[config.mk]
export PLATFORM = sky130hd
export DESIGN_NAME = gshare_predictor
export DESIGN_NICKNAME = d
export VERILOG_FILES = /design/src/rtl/gshare_predictor_pkg.sv /design/src/rtl/gshare_pht.sv /design/src/rtl/gshare_predictor.sv
export SDC_FILE = /design/constraint.sdc
export NUM_CORES = 1
export LEC_CHECK = 0
export ABC_AREA = 1
export BUFFER_PORTS_ARGS = -buffer_cell sky130_fd_sc_hd__buf_2
export CAP_MARGIN = 20
export CELL_PAD_IN_SITES_DETAIL_PLACEMENT = 1
export CELL_PAD_IN_SITES_GLOBAL_PLACEMENT = 1
export CORE_ASPECT_RATIO = 0.75
export CORE_MARGIN = 3
export CORE_UTILIZATION = 42
export CTS_CLUSTER_SIZE = 25
export DETAILED_ROUTE_END_ITERATION = 7
export PLACE_DENSITY = 0.86
export SYNTH_ARGS = -nofsm -noshare
export SYNTH_HDL_FRONTEND = slang
export SYNTH_HIERARCHICAL = 1
export SYNTH_SLANG_ARGS = --single-unit
[constraint.sdc]
create_clock -name clk -period 2.93 [get_ports clk]
set_input_delay 0.293 -clock clk [delete_from_list [all_inputs] [get_ports clk]]
set_output_delay 0.293 -clock clk [all_outputs]
set_load 0.01 [all_outputs]
[src/rtl/gshare_predictor_pkg.sv]
// Shared configuration and types for the gshare branch predictor.
// Holds the default history and index widths, the counter width and the
// commit-time update record that travels from the ROB to the predictor.
package gshare_predictor_pkg;

  localparam int unsigned GLOBAL_HISTORY_LEN  = 4;
  localparam int unsigned PC_IDX_LEN          = 4;
  localparam int unsigned PATTERN_HISTORY_LEN = GLOBAL_HISTORY_LEN + PC_IDX_LEN;
  localparam int unsigned BP_CTR_BITS         = 2;

  // Commit-side training record for a retiring conditional branch.
  typedef struct packed {
    logic                           valid;
    logic [PATTERN_HISTORY_LEN-1:0] pht_idx;
    logic                           taken;
    logic                           mispredict;
  } bp_update_t;

endpackage

[src/rtl/gshare_pht.sv]
// Pattern history table: an array of saturating counters.
// Ports:
//   clk, rst       clock, asynchronous active-low reset
//   rd_idx/rd_ctr  combinational read port (prediction)
//   wr_en/wr_idx/wr_taken  saturating read-modify-write port (commit training)
// Every counter resets to weakly not-taken. A same-cycle read of the entry
// being written returns the pre-update value.
module gshare_pht
  import gshare_predictor_pkg::*;
#(
  parameter int unsigned IdxLen  = PATTERN_HISTORY_LEN,
  parameter int unsigned CtrBits = BP_CTR_BITS
) (
  input  logic               clk,
  input  logic               rst,
  input  logic [IdxLen-1:0]  rd_idx,
  output logic [CtrBits-1:0] rd_ctr,
  input  logic               wr_en,
  input  logic [IdxLen-1:0]  wr_idx,
  input  logic               wr_taken
);

  localparam int unsigned        Entries = 2 ** IdxLen;
  // Weakly not-taken: 2^(CtrBits-1)-1 (evaluates to 0 for 1-bit counters).
  localparam logic [CtrBits-1:0] CtrInit = CtrBits'((1 << (CtrBits - 1)) - 1);
  localparam logic [CtrBits-1:0] CtrMax  = '1;

  logic [CtrBits-1:0] pht_q [Entries];
  logic [CtrBits-1:0] pht_d [Entries];
  logic [CtrBits-1:0] wr_ctr;

  assign rd_ctr = pht_q[rd_idx];

  always_comb begin
    pht_d  = pht_q;
    wr_ctr = pht_q[wr_idx];
    if (wr_en) begin
      if (wr_taken) begin
        if (wr_ctr != CtrMax) pht_d[wr_idx] = wr_ctr + CtrBits'(1);
      end else begin
        if (wr_ctr != '0) pht_d[wr_idx] = wr_ctr - CtrBits'(1);
      end
    end
  end

  always_ff @(posedge clk or negedge rst) begin
    if (!rst) begin
      for (int i = 0; i < Entries; i++) pht_q[i] <= CtrInit;
    end else begin
      pht_q <= pht_d;
    end
  end

endmodule

[src/rtl/gshare_predictor.sv]
// gshare conditional-branch predictor for the fetch stage.
// Ports:
//   clk, rst            clock, asynchronous active-low reset
//   pred_*              fetch-side lookup: same-cycle direction, PHT index and counter
//   commit_*            ROB-commit training and mispredict history repair
//   perf_branches, perf_mispredicts  saturating event counters, present only
//                       when BP_PERF_CTR_EN is defined
// Index = {spec_ghr, pc[PC_IDX_LEN+1:2]}. The speculative GHR shifts on each
// fetched branch; on a committed mispredict it is rebuilt from the
// architectural GHR, overriding any same-cycle speculative shift.
module gshare_predictor #(
  parameter int unsigned GLOBAL_HISTORY_LEN = gshare_predictor_pkg::GLOBAL_HISTORY_LEN,
  parameter int unsigned PC_IDX_LEN         = gshare_predictor_pkg::PC_IDX_LEN,
  parameter int unsigned CTR_BITS           = gshare_predictor_pkg::BP_CTR_BITS,
  parameter int unsigned PHT_IDX_LEN        = GLOBAL_HISTORY_LEN + PC_IDX_LEN
) (
  input  logic                   clk,
  input  logic                   rst,
  input  logic                   pred_valid,
  input  logic                   pred_is_branch,
  input  logic [31:0]            pred_pc,
  output logic                   pred_taken,
  output logic [PHT_IDX_LEN-1:0] pred_pht_idx,
  output logic [CTR_BITS-1:0]    pred_ctr,
`ifdef BP_PERF_CTR_EN
  output logic [31:0]            perf_branches,
  output logic [31:0]            perf_mispredicts,
`endif
  input  logic                   commit_valid,
  input  logic [PHT_IDX_LEN-1:0] commit_pht_idx,
  input  logic                   commit_taken,
  input  logic                   commit_mispredict
);

  import gshare_predictor_pkg::*;

  logic [GLOBAL_HISTORY_LEN-1:0] spec_ghr_q, spec_ghr_d;
  logic [GLOBAL_HISTORY_LEN-1:0] arch_ghr_q, arch_ghr_d;

  // Only pc[PC_IDX_LEN+1:2] feeds the index.
  logic unused_pc_bits;
  assign unused_pc_bits = ^{pred_pc[31:PC_IDX_LEN+2], pred_pc[1:0]};

  assign pred_pht_idx = {spec_ghr_q, pred_pc[PC_IDX_LEN+1:2]};
  assign pred_taken   = pred_ctr[CTR_BITS-1] & pred_is_branch;

  gshare_pht #(
    .IdxLen  (PHT_IDX_LEN),
    .CtrBits (CTR_BITS)
  ) u_pht (
    .clk      (clk),
    .rst      (rst),
    .rd_idx   (pred_pht_idx),
    .rd_ctr   (pred_ctr),
    .wr_en    (commit_valid),
    .wr_idx   (commit_pht_idx),
    .wr_taken (commit_taken)
  );

  // Truncating {ghr, bit} keeps the low bits, which also covers a 1-bit GHR.
  always_comb begin
    arch_ghr_d = arch_ghr_q;
    spec_ghr_d = spec_ghr_q;
    if (commit_valid) begin
      arch_ghr_d = GLOBAL_HISTORY_LEN'({arch_ghr_q, commit_taken});
    end
    if (pred_valid && pred_is_branch) begin
      spec_ghr_d = GLOBAL_HISTORY_LEN'({spec_ghr_q, pred_taken});
    end
    if (commit_valid && commit_mispredict) begin
      spec_ghr_d = arch_ghr_d;
    end
  end

  always_ff @(posedge clk or negedge rst) begin
    if (!rst) begin
      spec_ghr_q <= '0;
      arch_ghr_q <= '0;
    end else begin
      spec_ghr_q <= spec_ghr_d;
      arch_ghr_q <= arch_ghr_d;
    end
  end

`ifdef BP_PERF_CTR_EN
  logic [31:0] perf_branches_q, perf_branches_d;
  logic [31:0] perf_mispredicts_q, perf_mispredicts_d;

  always_comb begin
    perf_branches_d    = perf_branches_q;
    perf_mispredicts_d = perf_mispredicts_q;
    if (commit_valid && (perf_branches_q != 32'hFFFF_FFFF)) begin
      perf_branches_d = perf_branches_q + 32'd1;
    end
    if (commit_valid && commit_mispredict && (perf_mispredicts_q != 32'hFFFF_FFFF)) begin
      perf_mispredicts_d = perf_mispredicts_q + 32'd1;
    end
  end

  always_ff @(posedge clk or negedge rst) begin
    if (!rst) begin
      perf_branches_q    <= '0;
      perf_mispredicts_q <= '0;
    end else begin
      perf_branches_q    <= perf_branches_d;
      perf_mispredicts_q <= perf_mispredicts_d;
    end
  end

  assign perf_branches    = perf_branches_q;
  assign perf_mispredicts = perf_mispredicts_q;
`endif

endmodule

==> results of run 1 <==
==> cell families after synthesis <==
kind of cell | after synthesis | share of synthesized area (%)
AOI/OAI and AO/OA | 734 | 13.17
buffers and inverters | 612 | 7.811
adders and majority gates | 2 | 0.08106
muxes | 4 | 0.1338
and+or+nand+nor | 2829 | 35.67
DFF | 519 | 43.11
xor gates and xnor gates | 1 | 0.02838
==> what timing repair did <==
item	in CTS
setup endpoints to repair	515
buffers inserted	20
hold endpoints to repair	32
hold buffers	1
resized for setup	396
pin swaps	24
gates cloned	4
==> metrics by stage <==
step                      hold slack, ns  util, %  worst slack [ns]  area, sq um
after floorplan                -0.002591        -           -0.1068        32070
after global placement            0.3626    53.14           -0.9548        38430
after detailed placement          0.3795    53.14            -1.218        38430
after CTS                        0.01214    57.56           -0.5168        41630
==> Yosys cell counts (all sizes together) <==
library cell / instances / area share [%]
a21oi: 42 / 0.68
a22oi: 108 / 2.6
buf: 84 / 1.4
clkbuf: 199 / 2.4
clkinv: 15 / 0.18
dfrtp: 263 / 21
dfstp: 256 / 22
ha: 2 / 0.081
inv: 314 / 3.8
mux2: 1 / 0.036
mux2i: 3 / 0.097
nand2: 2019 / 25
nand3: 246 / 4.0
nand4: 15 / 0.30
nor2: 536 / 6.6
nor3: 10 / 0.16
o211ai: 2 / 0.049
o21ai: 490 / 7.9
o22ai: 92 / 1.9
or2: 3 / 0.061
xnor2: 1 / 0.028
==> routing by layer <==
layer	track usage, %	overflow
met4	81.74	138
met3	73.35	8
met5	53.99	2
met2	89.63	175
met1	79.95	24
==> run summary, run 1 <==
status: aborted with a tool error
Failed at: 5_1_grt
error msg: [ERROR GRT-0232] Routing congestion too high. Check the congestion heatmap in the GUI.
Initial Util: 42.68%
Mapped Cells: 4701
post-placement cell count: 6158
GP Congestion: 0.9313
worst_ep grt: u_pht/pht_q[495]$_DFFE_PN0P_/D
pin count of the biggest net entering global routing: 128
sequential fraction of the synthesis area: 43.11%
#FFs+latches synth: 519
Netlist cell types: 29
number of synthesis warnings: 6
H-tree depth: 2
mapped cell area: 0.03087 sq mm
Post-Syn Nets: 4750
die height: 240.8 microns
Detailed Place HPWL: 107.0 mm
input/output buffers: 29
GRT overflow: 347
I/O pin count: 58
Mean Syn Cell Area: 6.566 sq um
die width: 319.0 microns
worst endpoint type: register data pin
Clock Path Buffers: 3
row count: 85
Root Buffer: clkbuf_16
GR Util All Layers: 80.64%
Num CTS Buffers: 55
Clock Sinks: 519
==> run 2, diff against run 1 <==
--- a/config.mk
+++ b/config.mk
@@ -8,14 +8,10 @@
 export ABC_AREA = 1
 export BUFFER_PORTS_ARGS = -buffer_cell sky130_fd_sc_hd__buf_2
 export CAP_MARGIN = 20
-export CELL_PAD_IN_SITES_DETAIL_PLACEMENT = 1
-export CELL_PAD_IN_SITES_GLOBAL_PLACEMENT = 1
-export CORE_ASPECT_RATIO = 0.75
 export CORE_MARGIN = 3
-export CORE_UTILIZATION = 42
-export CTS_CLUSTER_SIZE = 25
+export CORE_UTILIZATION = 40
 export DETAILED_ROUTE_END_ITERATION = 7
-export PLACE_DENSITY = 0.86
+export PLACE_DENSITY_LB_ADDON = 0.15
 export SYNTH_ARGS = -nofsm -noshare
 export SYNTH_HDL_FRONTEND = slang
 export SYNTH_HIERARCHICAL = 1
==> constraint.sdc (replaced) <==
create_clock -name clk -period 3.8 [get_ports clk]
set_input_delay 0.38 -clock clk [delete_from_list [all_inputs] [get_ports clk]]
set_output_delay 0.38 -clock clk [all_outputs]
set_load 0.01 [all_outputs]
==> run summary, run 2 <==
status: finished clean
hold-fix buffer count after cts: 1 (unchanged)
max cap viols: 0
Synth async-reset ratio: 100.0% (unchanged)
final setup violation count: 0
clock-pin slew on the worst setup and hold paths: 0.06 ns
sequential fraction of the synthesis area: 43.11% (unchanged)
post-placement cell count: 5680 (-7.8%)
Synth area leader: nand2_1
Post-synth EDFFs: 0 (unchanged)
Clock Path Buffers: 3 (unchanged)
GP Congestion: 0.8884 (-4.6%)
top-count cell post-synth: nand2_1
post-synth top area share: 24.53% (unchanged)
die footprint: 0.08054 sq mm
die width: 283.8 microns (-11%)
I/O pin count: 58 (unchanged)
CTS tree: built
Mean Syn Cell Area: 6.566 sq um (unchanged)
residual DRC count: 0
Area growth syn-to-layout: 15.56%
PD cells: 402.1 mW/mm^2
fin crit share: 92.17%
Final Skew: 0.02886 ns
Clock Sinks: 519 (unchanged)
number of synthesis warnings: 6 (unchanged)
detailed-route via count: 31463
NumNets Final: 4761
most frequent cells in the layout: nand2_1 (2017), nor2_1 (529), o21ai_0 (488), inv_1 (304), dfrtp_1 (263)
input/output buffers: 29 (unchanged)
Most used DFF post-synth: dfrtp_1
vias in the first global route: 29533
CP Max Fanout: 19
drt pass-1 iters: 6
row count: 101 (+19%)
RSZ-0062 raised after global routing: false
max-slew violations: 0
worst hold-check path type: in -> reg
GRT overflow: 0
commonest cells in the netlist: nand2_1 (2017), nor2_1 (534), o21ai_0 (488), inv_1 (307), dfrtp_1 (263)
crit start category: input port
Detailed Place HPWL: 73.95 mm (-31%)
Avg WL per Cell: 20.87 microns
crit path DAT: 4.02 ns
f_max: 285.5 MHz
Hold Vio Cnt, Final: 0
Setup TNS: 0 ns
worst skew pair latency: 0.65 ns
kind of end point of the critical path: flip-flop
Slew HR: 33.13%
post-cts resize count: 0 (-100%)
CP required: 4.32 ns
initial DRC count: 3767
WL final: 120.9 mm
antenna violations before repair: 4
die height: 283.8 microns (+18%)
layout cells sized above 1: 12.77%
Mapped Cells: 4701 (unchanged)
Root Buffer: clkbuf_16
Via density: 5.430
#FFs+latches synth: 519 (unchanged)
pin count of the biggest net entering global routing: 135
synth top area cells: nand2_1 (25%), dfstp_2 (22%), dfrtp_1 (21%)
Non-Filler Instances: 5794
Post-Syn Nets: 4750 (unchanged)
H-tree depth: 2 (unchanged)
Worst Tran Pin Value: 1.002 ns
fin crit period: 3.503 ns
Num CTS Buffers: 59 (+7.3%)
Netlist cell types: 29 (unchanged)
leak pwr: 16.19 nW
core footprint: 0.07620 sq mm
Crit Path Category: in -> reg
mapped cell area: 0.03087 sq mm (unchanged)
GR Util All Layers: 29.40%
first-pass GRT wire length: 183.6 mm
post-route ant nets: 0
Worst IR Drop VDD: 0.0003433 V
most common cell after layout, fill and taps aside: nand2_1
Initial Util: 40.51% (-2.2 points)
post-CTS setup buffer count: 0 (-100%)
run 2: cell type report:
| cell class | count | area (sq um) |
|---|---|---|
| Tap cell | 1030 | 1289 |
| Antenna cell | 1 | 2.502 |
| Fill cell | 7748 | 40530 |
| Clock inverter | 19 | 235.2 |
| Timing Repair Buffer | 233 | 2606 |
| Sequential cell | 519 | 13310 |
| Inverter | 329 | 1251 |
| Clock buffer | 93 | 1785 |
| Multi-Input combinational cell | 3570 | 15190 |
run 2: cells by family after synthesis:
logic type | Yosys count | synth area share (%)
AND/OR/NAND/NOR | 2829 | 35.67
AO/OA/AOI/OAI | 734 | 13.17
buffers and inverters | 612 | 7.811
flip-flops | 519 | 43.11
multiplexers | 4 | 0.1338
adder cells (fa/ha/maj) | 2 | 0.08106
XOR/XNOR | 1 | 0.02838
run 2: path summary, 6_finish.rpt:
kind                                         from                         end  slack, ns  depth (start not counted)
worst max-delay path            commit_pht_idx[0]            u_pht/pht_q[399]       0.30                         28
worst min-delay path                 commit_valid               arch_ghr_q[2]       0.10                          2
worst max register to register   u_pht/pht_q[455]            u_pht/pht_q[399]       0.35                         24
worst min register to register          flip-flop                   flip-flop       0.47                          2
max in group asynchronous                     rst  asynchronous set/reset pin       2.28                          4
min in group asynchronous                     rst            u_pht/pht_q[285]       0.31                          2
run 2: per-stage QoR:
| step | cell area (sq um) | util, % | power (mW) | setup slack [ns] | hold slack [ns] |
|---|---|---|---|---|---|
| 3_3_place_gp | 33640 | 44.14 | 8.343 | -0.2801 | 0.4227 |
| 4_1_cts | 35670 | 46.81 | 14.42 | 0.4101 | 0.07952 |
| 5_1_grt | 35670 | 46.81 | 14.86 | 0.04718 | 0.1083 |
| 6_report | 35670 | 46.81 | 14.34 | 0.2975 | 0.1038 |
| 2_1_floorplan | 30870 | - | 7.256 | 0.05936 | 0.08441 |
| 3_5_place_dp | 33640 | 44.14 | 8.357 | -0.2491 | 0.4209 |
run 2: worst max-delay path: stages:
cell and delay, ns:
buf_4 0.18, inv_4 0.19, nor2_4 0.09, buf_4 0.25, a22oi_1 0.23, nand2_1 0.09
nand2_1 0.09, nand2_1 0.06, o21ai_0 0.29, buf_4 0.18, nand3_1 0.08, nand2_1 0.10
nand2_1 0.06, nor2_1 0.10, nand2_1 0.07, ha_1 0.20, nand2_1 0.06, nand2_1 0.06
nor2_2 0.11, inv_1 0.09, nor3_1 0.26, buf_4 0.17, clkinv_1 0.05, buf_4 0.20
nor2_1 0.15, inv_1 0.09, nand2_1 0.06, o21ai_0 0.07
run 2: routing by layer:
metal  routed length (microns)  vias up  GRT usage [%]
li1                          -    14908              -
met1                     51910    14886          41.25
met2                     53170     1411          45.45
met3                     10650      258          4.466
met4                      5161        0          12.02
met5                         0        -              0
run 2: where the power goes:
group / switching, mW / leakage, nW / internal [mW] / total [mW]
logic: 1.54 / 8.97 / 0.661 / 2.20
registers: 0.229 / 6.22 / 5.89 / 6.12
clock network: 2.48 / 1.00 / 3.55 / 6.03
total: 4.25 / 16.2 / 10.1 / 14.3
(Power assumes the default switching activity.)
